$ cat src/rtl/button_tick_array_pkg.sv
// button_tick_array_pkg
//   Shared definitions for the button front end: per-channel FSM state
//   encoding and the counter-width helper used by every channel.
package button_tick_array_pkg;

  typedef enum logic [1:0] {
    IDLE       = 2'd0,
    DB_PRESS   = 2'd1,
    HELD       = 2'd2,
    DB_RELEASE = 2'd3
  } btn_state_e;

  // Counter wide enough for the largest cycle parameter, plus one bit of
  // headroom so the repeat compare values fit without wrapping.
  function automatic int cnt_width(input int a, input int b, input int c);
    int m;
    m = a;
    if (b > m) m = b;
    if (c > m) m = c;
    return $clog2(m) + 1;
  endfunction

endpackage

$ cat src/rtl/button_tick_array_channel.sv
// button_tick_array_channel
//   One button channel: SYNC_STAGES-deep synchroniser, debounce FSM with a
//   shared cycle counter, and registered press / release / level outputs.
// Ports
//   i_CLK       system clock, rising edge
//   i_RST       synchronous active-high reset
//   i_BTN       raw asynchronous button level (1 = pressed)
//   o_TICK      1-cycle pulse on accepted press or auto-repeat
//   o_REL_TICK  1-cycle pulse on accepted release
//   o_LEVEL     debounced level
module button_tick_array_channel
  import button_tick_array_pkg::*;
#(
  parameter int SYNC_STAGES   = 2,
  parameter int DB_CYCLES     = 1000000,
  parameter int REPEAT_EN     = 1,
  parameter int REPEAT_DELAY  = 50000000,
  parameter int REPEAT_PERIOD = 10000000
) (
  input  logic i_CLK,
  input  logic i_RST,
  input  logic i_BTN,
  output logic o_TICK,
  output logic o_REL_TICK,
  output logic o_LEVEL
);

  localparam int CW = cnt_width(DB_CYCLES, REPEAT_DELAY, REPEAT_PERIOD);
  localparam logic [CW-1:0] DB_LAST  = CW'(DB_CYCLES - 1);
  // Repeat compares against the full delay/period (not -1): the cycle spent
  // reloading the counter is part of the required repeat interval.
  localparam logic [CW-1:0] RPT_DLY  = CW'(REPEAT_DELAY);
  localparam logic [CW-1:0] RPT_PER  = CW'(REPEAT_PERIOD);
  localparam logic [CW-1:0] CNT_MAX  = {CW{1'b1}};

  logic [SYNC_STAGES-1:0] r_sync;
  logic                   w_s;

  btn_state_e    r_state, w_state_nxt;
  logic [CW-1:0] r_cnt, w_cnt_nxt;
  logic          r_rpt, w_rpt_nxt;
  logic          r_tick, w_tick_nxt;
  logic          r_rel, w_rel_nxt;
  logic          r_level, w_level_nxt;
  logic [CW-1:0] w_rpt_tgt;

  assign w_s       = r_sync[SYNC_STAGES-1];
  assign w_rpt_tgt = r_rpt ? RPT_PER : RPT_DLY;

  always_ff @(posedge i_CLK) begin
    if (i_RST) begin
      r_sync  <= '0;
      r_state <= IDLE;
      r_cnt   <= '0;
      r_rpt   <= 1'b0;
      r_tick  <= 1'b0;
      r_rel   <= 1'b0;
      r_level <= 1'b0;
    end else begin
      r_sync  <= {r_sync[SYNC_STAGES-2:0], i_BTN};
      r_state <= w_state_nxt;
      r_cnt   <= w_cnt_nxt;
      r_rpt   <= w_rpt_nxt;
      r_tick  <= w_tick_nxt;
      r_rel   <= w_rel_nxt;
      r_level <= w_level_nxt;
    end
  end

  always_comb begin
    w_state_nxt = r_state;
    w_cnt_nxt   = r_cnt;
    w_rpt_nxt   = r_rpt;
    w_tick_nxt  = 1'b0;
    w_rel_nxt   = 1'b0;
    w_level_nxt = r_level;
    case (r_state)
      IDLE: begin
        if (w_s) begin
          w_state_nxt = DB_PRESS;
          w_cnt_nxt   = '0;
        end
      end
      DB_PRESS: begin
        if (!w_s) begin
          w_state_nxt = IDLE;
          w_cnt_nxt   = '0;
        end else if (r_cnt == DB_LAST) begin
          w_state_nxt = HELD;
          w_cnt_nxt   = '0;
          w_rpt_nxt   = 1'b0;
          w_tick_nxt  = 1'b1;
          w_level_nxt = 1'b1;
        end else begin
          w_cnt_nxt = r_cnt + 1'b1;
        end
      end
      HELD: begin
        if (!w_s) begin
          w_state_nxt = DB_RELEASE;
          w_cnt_nxt   = '0;
        end else if ((REPEAT_EN != 0) && (r_cnt == w_rpt_tgt)) begin
          w_tick_nxt = 1'b1;
          w_cnt_nxt  = '0;
          w_rpt_nxt  = 1'b1;
        end else if (r_cnt != CNT_MAX) begin
          // Saturate so a long hold without repeat never wraps.
          w_cnt_nxt = r_cnt + 1'b1;
        end
      end
      DB_RELEASE: begin
        if (w_s) begin
          // Release bounce: back to held, repeat phase flag untouched.
          w_state_nxt = HELD;
          w_cnt_nxt   = '0;
        end else if (r_cnt == DB_LAST) begin
          w_state_nxt = IDLE;
          w_cnt_nxt   = '0;
          w_rel_nxt   = 1'b1;
          w_level_nxt = 1'b0;
        end else begin
          w_cnt_nxt = r_cnt + 1'b1;
        end
      end
      default: begin
        w_state_nxt = IDLE;
        w_cnt_nxt   = '0;
      end
    endcase
  end

  assign o_TICK     = r_tick;
  assign o_REL_TICK = r_rel;
  assign o_LEVEL    = r_level;

endmodule

$ cat src/rtl/button_tick_array.sv
// button_tick_array
//   N_CH-channel button front end. Each channel is an independent
//   synchronise / debounce / tick unit; outputs are simply concatenated.
// Ports
//   i_CLK       system clock, rising edge
//   i_RST       synchronous active-high reset
//   i_BTN       [N_CH] raw asynchronous button levels (1 = pressed)
//   o_TICK      [N_CH] 1-cycle press or auto-repeat pulses
//   o_REL_TICK  [N_CH] 1-cycle release pulses
//   o_LEVEL     [N_CH] debounced levels
module button_tick_array #(
  parameter int N_CH          = 5,
  parameter int SYNC_STAGES   = 2,
  parameter int DB_CYCLES     = 1000000,
  parameter int REPEAT_EN     = 1,
  parameter int REPEAT_DELAY  = 50000000,
  parameter int REPEAT_PERIOD = 10000000
) (
  input  logic            i_CLK,
  input  logic            i_RST,
  input  logic [N_CH-1:0] i_BTN,
  output logic [N_CH-1:0] o_TICK,
  output logic [N_CH-1:0] o_REL_TICK,
  output logic [N_CH-1:0] o_LEVEL
);

  for (genvar g = 0; g < N_CH; g++) begin : g_ch
    button_tick_array_channel #(
      .SYNC_STAGES  (SYNC_STAGES),
      .DB_CYCLES    (DB_CYCLES),
      .REPEAT_EN    (REPEAT_EN),
      .REPEAT_DELAY (REPEAT_DELAY),
      .REPEAT_PERIOD(REPEAT_PERIOD)
    ) u_ch (
      .i_CLK     (i_CLK),
      .i_RST     (i_RST),
      .i_BTN     (i_BTN[g]),
      .o_TICK    (o_TICK[g]),
      .o_REL_TICK(o_REL_TICK[g]),
      .o_LEVEL   (o_LEVEL[g])
    );
  end

endmodule

$ cat config.mk
export PLATFORM = sky130hd
export DESIGN_NAME = button_tick_array
export DESIGN_NICKNAME = d
export VERILOG_FILES = /design/src/rtl/button_tick_array_pkg.sv /design/src/rtl/button_tick_array_channel.sv /design/src/rtl/button_tick_array.sv
export SDC_FILE = /design/constraint.sdc
export NUM_CORES = 1
export LEC_CHECK = 0
export BUFFER_PORTS_ARGS = -buffer_cell sky130_fd_sc_hd__buf_2
export CAP_MARGIN = 20
export CORE_MARGIN = 5
export CORE_UTILIZATION = 55
export DETAILED_ROUTE_END_ITERATION = 7
export GPL_TIMING_DRIVEN = 0
export PLACE_DENSITY = 0.71
export SKIP_LAST_GASP = 1
export SYNTH_ARGS = -nofsm -noshare
export SYNTH_HDL_FRONTEND = slang
export SYNTH_HIERARCHICAL = 1
export SYNTH_SLANG_ARGS = --single-unit
$ cat constraint.sdc
create_clock -name i_CLK -period 3.2 [get_ports i_CLK]
set_clock_uncertainty 0.2 [all_clocks]
set_input_delay 0.16 -clock i_CLK [delete_from_list [all_inputs] [get_ports i_CLK]]
set_output_delay 0.16 -clock i_CLK [all_outputs]
set_load 0.005 [all_outputs]
# ---- Word level (Yosys, flattened, before mapping)
# Cells that the tools add are included.
dict set report classes {
  n_addsub 5
  n_mul 0
  n_div 0
  n_lt_le_gt_ge 0
  n_eq_ne 85
  shift 0
  mux 150
  bitwise_logic 5
  reduce_logical 40
}
# operator count
set ops {}
lappend ops {{27-bit two-way mux} 35}
lappend ops {{27-bit one-hot mux with 4 select lines} 5}
lappend ops {{27-bit by 1-bit adder with 27-bit output (second input constant)} 5}
lappend ops {{27-bit by 20-bit equality test with 1-bit output (second input constant)} 5}
lappend ops {{27-bit equality test} 5}
lappend ops {{27-bit inequality test (second input constant)} 5}
lappend ops {{26-bit two-way mux} 5}
lappend ops {{2-bit two-way mux} 30}
lappend ops {{2-bit by 1-bit inequality test with 1-bit output (second input constant)} 30}
lappend ops {{1-bit two-way mux} 55}
lappend ops {{5-bit AND reduction} 10}
lappend ops {{2-bit one-hot mux with 4 select lines} 5}
lappend ops {{1-bit one-hot mux with 2 select lines} 15}
lappend ops {{2-bit equality test (second input constant)} 10}
lappend ops {{2-bit inequality test (second input constant)} 10}
lappend ops {{4-bit inequality test (second input constant)} 5}
lappend ops {{4-bit AND reduction} 5}
lappend ops {{2-bit nonzero test} 10}
lappend ops {{3-bit by 1-bit inequality test with 1-bit output (second input constant)} 5}
lappend ops {{3-bit inequality test (second input constant)} 5}
lappend ops {{3-bit OR reduction} 5}
lappend ops {{2-bit by 1-bit equality test with 1-bit output (second input constant)} 5}
lappend ops {{2-bit zero test} 5}
lappend ops {{2-bit AND reduction} 5}
lappend ops {{1-bit NOT} 5}
dict set report word_totals {
  ff_bits 175
  latch_bits 0
  ram_bits 0
  mem_bits_ro 0
  out_inout_bits 15
  elab_cells 320
  mem_count 0
}

# ---- Longest topological paths before layout
dict set report logic_depth {
  ltp_word 5
  depth_mapped 9
  depth_no_buf 8
}

# ---- Modules after synthesis
# The synthesis kept the hierarchy.
# mod n_inst cells_each area_per_inst_um2 seq_area_each_um2
set modules_own_cells {}
lappend modules_own_cells {{button_tick_array_channel (g_ch[1].u_ch ...)} 3 285 2273.4 700.7}
lappend modules_own_cells {{button_tick_array_channel (g_ch[0].u_ch)} 1 288 2324.7 700.7}
lappend modules_own_cells {{button_tick_array_channel (g_ch[4].u_ch)} 1 283 2224.6 700.7}

# ---- Worst setup path after synthesis
# Ideal clock, no wire load.
dict set report synth_timing {
  path_type {flip-flop to flip-flop}
  start {register g_ch[1].u_ch.r_cnt[0]}
  end {register g_ch[1].u_ch.r_cnt[12]}
  t_arrival_ps 2321
  setup_slack_ps 557
  path_stages_with_launch 10
  path_buffers 1
  cell_sequence {dfxtp_1 inv_1 ha_1 or4b_1 or4_4 a2111oi_4 o21a_4 nor3_2 buf_6 a221o_1}
}
dict set report synth_between {
  elab_chain_len 5
}
# item line
set synth_lines {}
lappend synth_lines {{start, declared} button_tick_array_channel.sv:40} ;# logic [CW-1:0] r_cnt, w_cnt_nxt;
lappend synth_lines {{start signal, assigned} button_tick_array_channel.sv:62} ;# r_cnt <= w_cnt_nxt;
lappend synth_lines {{27-bit by 1-bit adder with 27-bit output} {button_tick_array_channel.sv:95, button_tick_array_channel.sv:108, button_tick_array_channel.sv:122}}
lappend synth_lines {{27-bit two-way mux} button_tick_array_channel.sv:106} ;# end else if (r_cnt != CNT_MAX) begin
lappend synth_lines {{27-bit two-way mux} button_tick_array_channel.sv:102} ;# end else if ((REPEAT_EN != 0) && (r_cnt == w_rpt_tgt)) begin
lappend synth_lines {{27-bit two-way mux} button_tick_array_channel.sv:99} ;# if (!w_s) begin
lappend synth_lines {{27-bit one-hot mux with 4 select lines} button_tick_array_channel.sv:77} ;# case (r_state)
# Parallel ways exist; a longest one is shown, timed or not. The select of a mux whose other input is x is not followed.
# A chain may end at the register's enable or synchronous reset.

# ---- Worst setup path after layout
dict set report layout_timing {
  start {register g_ch[3].u_ch.r_cnt[1]}
  end {register g_ch[3].u_ch.r_cnt[19]}
}
dict set report layout_between {
  elab_chain_len 5
}
# item line
set layout_lines {}
lappend layout_lines {{start, declared} button_tick_array_channel.sv:40}
lappend layout_lines {{start signal, assigned} button_tick_array_channel.sv:62}
lappend layout_lines {{27-bit by 1-bit adder with 27-bit output} {button_tick_array_channel.sv:95, button_tick_array_channel.sv:108, button_tick_array_channel.sv:122}}
lappend layout_lines {{27-bit two-way mux} button_tick_array_channel.sv:106}
lappend layout_lines {{27-bit two-way mux} button_tick_array_channel.sv:102}
lappend layout_lines {{27-bit two-way mux} button_tick_array_channel.sv:99}
lappend layout_lines {{27-bit one-hot mux with 4 select lines} button_tick_array_channel.sv:77}
# Parallel ways exist; a longest one is shown, timed or not. The select of a mux whose other input is x is not followed.

==> summary.txt <==
Critical path
  – Buffers & Inverters on Critical Path: 1
  – Worst Path Arrival: 3.21 ns
  – Flop-to-flop setup slack: between 0.1 and 0.15 ns
  – CP Depth: 8
  – Worst path max stage delay: roughly 0.7 ns
  – Worst r2r src: g_ch[3].u_ch/r_cnt[1]$_SDFFE_PP0P_
  – CP Cell Sequence: ha_1 -> nand3_1 -> nor4_2 -> a31oi_1 -> a21oi_4 -> buf_2 -> a2bb2oi_1 -> o31ai_1
  – R2R cell count: 8
  – WS Path Type: reg -> reg
  – Critical Path Sink Type: flop
  – Worst r2r dst: g_ch[3].u_ch/r_cnt[19]$_SDFFE_PP0P_
  – Largest delay share family, worst path: simple AND/OR/NAND/NOR gates
  – Worst endpoint required time: between 3 and 4 ns
  – Startpoint types: flop
  – CP max FO: 10
  – Slowest CP cell: nor4_2

STA
  – RSZ-0062 raised after global routing: yes
  – Crit share post-route: 0.957
  – TNS Setup: 0 ns
  – Least-Margin Pin Slew: ~1.0 ns
  – Fin crit period: around 3.1 ns
  – Pins Over Slew Limit: 0
  – Final setup margin: 0.137 ns
  – Max_slew headroom: 0.297
  – Final Hold Viols: 0
  – Final setup violation count: 0
  – Fmax: 0.327 GHz

Min path
  – Min-delay src: i_RST
  – Hold depth: 3
  – Min-delay worst type: in -> reg

Pwr
  – Pwr Total: between 4 and 5 mW
  – PD cells: 371 mW/mm^2
  – Maximum VDD drop: around 0.00032 V
  – Leakage: 4.04 nW

Floorplanning
  – Die Wd: roughly 150 um
  – Io pins: 22
  – Core area: between 0.02 and 0.025 sq mm
  – Initial core utilization: 0.560
  – Die H: about 150 um
  – DIE AREA: roughly 0.024 sq mm
  – Cell row count: 52

CTS
  – CTS tree: built
  – Skew-Pair Late Insertion Delay: ~0.44 ns
  – Clock sink total: between 150 and 200
  – Htree depth: 4
  – Root Buffer: clkbuf_16
  – TritonCTS buffer count: 17
  – Clock slew at reported path FFs: around 0.07 ns
  – CTS Buffer Depth: 2

Run
  – Max Cap Viol: 0

Cells and area
  – Design area: 0.0125 sq mm
  – P&R area growth vs syn: 10.3%
  – Fill count: around 1900
  – Layout cells sized above 1: 0.108
  – Inserted Diodes: 0
  – Final net count: approximately 1500

Synth
  – Number of synthesis warnings: 6
  – Commonest cells post-synth: 175 x dfxtp_1, 150 x nand2_1, 140 x nand3_1, 117 x nor2_1, 82 x nor3_1
  – Post-synth EDFFs: 0
  – Top cells by area, synth: dfxtp_1 31%, nand3_1 6.2%, nand2_1 5.0%
  – Mapped Area: 0.0114 sq mm
  – Cell count after synthesis: 1426
  – Biggest area consumer among synthesized cells: dfxtp_1
  – Syn nets: 1468
  – Sequential area share after synthesis: 0.308
  – FF+latch count, synth: 175
  – Synth cell types: slightly above 80
  – Cell with the most instances after synthesis: dfxtp_1
  – Syn_area_per_cell: 7.97 sq um
  – FFs w/ async S/R, synth: 0
  – Top_reg_cell synth: dfxtp_1
  – Yosys top cell area share: 0.308

Route
  – WL met3: 2140 um
  – Via Count: 11358
  – WL met1: approximately 14000 um
  – ANT nets after route: 0
  – Top sig layer: met4
  – # DRC: 0
  – Number of DRC markers in iteration 0: approximately 1200
  – Wire length per cell: 17.4 um
  – Met2 WL post-DR: approximately 14000 um
  – DR pass1 iterations: 5
  – Total wire length: approximately 31000 um
  – Drt via density: 6.46

Placement
  – I/O Buffers: 21
  – Final GP Congestion: between 0.9 and 1
  – DP Area: 0.0118 sq mm
  – Setup slack at placement: -0.207 ns
  – HPWL after DPL: 21600 um

Global routing
  – Overall Global Routing Usage: 0.252
  – Largest net degree at the start of global routing: 17
  – Grt total ovfl: 0
  – Initial antenna violation count: 0
  – First-pass GRT wire length: a little over 50000 um
  – Vias in the first global route: 10185

Status
  – Outcome: completed
## sequential cells by signal, summed over array words and instances, names as in the netlist, named ones only
name and count:
g_ch.u_ch/r_cnt 135, g_ch.u_ch/r_sync 10, g_ch.u_ch/o_LEVEL 5, g_ch.u_ch/r_rpt 5, g_ch.u_ch/o_TICK 5, g_ch.u_ch/o_REL_TICK 5, g_ch.u_ch/r_state 5
## what timing repair did
item	CTS	global route
pin swaps	0	1
buffers inserted	0	3
endpoints found under the setup margin	30	41
hold buffers	5	0
resized for setup	6	10
hold endpoints to repair	5	0
cloned	0	0
## routing by layer
layer / global-route usage / vias up
met3: 0.0424 / 52
met2: 0.391 / 429
met5: 0 / -
met1: 0.363 / 5356
li1: - / 5521
met4: 0.0698 / 0
## power by group
part | internal, mW | total [mW] | switching, mW
logic | 0.140 | 0.474 | 0.334
clock network | 1.06 | 1.97 | 0.909
registers | 2.20 | 2.21 | 0.0190
total | 3.40 | 4.66 | 1.26
## metrics by stage
| stage | utilization | cells | hold WS, ns |
|---|---|---|---|
| after floorplan | - | 1426 | 0.0882 |
| after global placement | 0.582 | 1717 | 0.178 |
| after detailed placement | 0.582 | 1717 | 0.179 |
| after CTS | 0.614 | 1754 | 0.222 |
| after global routing | 0.618 | 1757 | 0.261 |
| final | 0.618 | 1757 | 0.235 |
## cells in the final DEF, fill, tap and decap left out, types with 13 or more instances in the layout
cell / n
a31oi_1: 33
or4_1: 27
nor4b_1: 16
a221o_1: 44
a21oi_1: 26
inv_1: 46
clkbuf_16: 17
nor3_1: 82
a2bb2oi_1: 23
clkbuf_1: 58
and3_1: 19
o21ai_0: 22
nand2_1: 150
nand4_1: 57
nor2b_1: 19
or3_1: 15
buf_2: 43
dfxtp_1: 175
nand2b_1: 13
nor2_1: 117
nor4_1: 17
o21ai_1: 21
nand3_1: 140
ha_1: 35
## cell families after synthesis
kind of cell    synth area share
xor+xnor                 0.00693
buf+inv                   0.0585
mux                       0.0161
simple gates               0.373
compound gates             0.198
fa+ha+maj                 0.0385
flops                      0.308
## how the worst max path moves through the flow
stage,startpoint,end,slack (ns)
final,g_ch[3].u_ch/r_cnt[1]$_SDFFE_PP0P_,g_ch[3].u_ch/r_cnt[19]$_SDFFE_PP0P_,0.14
after global routing,g_ch[1].u_ch/r_cnt[1]$_SDFFE_PP0P_,g_ch[1].u_ch/r_cnt[2]$_SDFFE_PP0P_,-0.009
after CTS,g_ch[0].u_ch/r_cnt[1]$_SDFFE_PP0P_,g_ch[0].u_ch/r_cnt[11]$_SDFFE_PP0P_,0.02
after detailed placement,g_ch[3].u_ch/r_cnt[0]$_SDFFE_PP0P_,g_ch[3].u_ch/r_cnt[24]$_SDFFE_PP0P_,-0.21
after global placement,g_ch[3].u_ch/r_cnt[0]$_SDFFE_PP0P_,g_ch[3].u_ch/r_cnt[24]$_SDFFE_PP0P_,-0.13
after floorplan,g_ch[1].u_ch/r_cnt[0]$_SDFFE_PP0P_,g_ch[1].u_ch/r_cnt[12]$_SDFFE_PP0P_,0.56
## worst register-to-register path, delay by kind of cell (launching register included)
kind,cells,cell delay [ns]
fa+ha+maj,1,0.23
compound gates,4,0.88
simple gates,2,0.96
flops,1,0.40
buf+inv,1,0.30
## final cells by class
cell class / instances / area (sq um) / area share
Buffer: 98 / 493 / 0.0393
Clock buffer: 21 / 470 / 0.0375
Clock inverter: 11 / 83.8 / 0.00668
Inverter: 46 / 173 / 0.0138
Multi-Input combinational cell: 1107 / 7310 / 0.582
Sequential cell: 175 / 3500 / 0.279
Tap cell: 270 / 338 / 0.0269
Timing Repair Buffer: 29 / 178 / 0.0142
(Power assumes the default switching activity.)
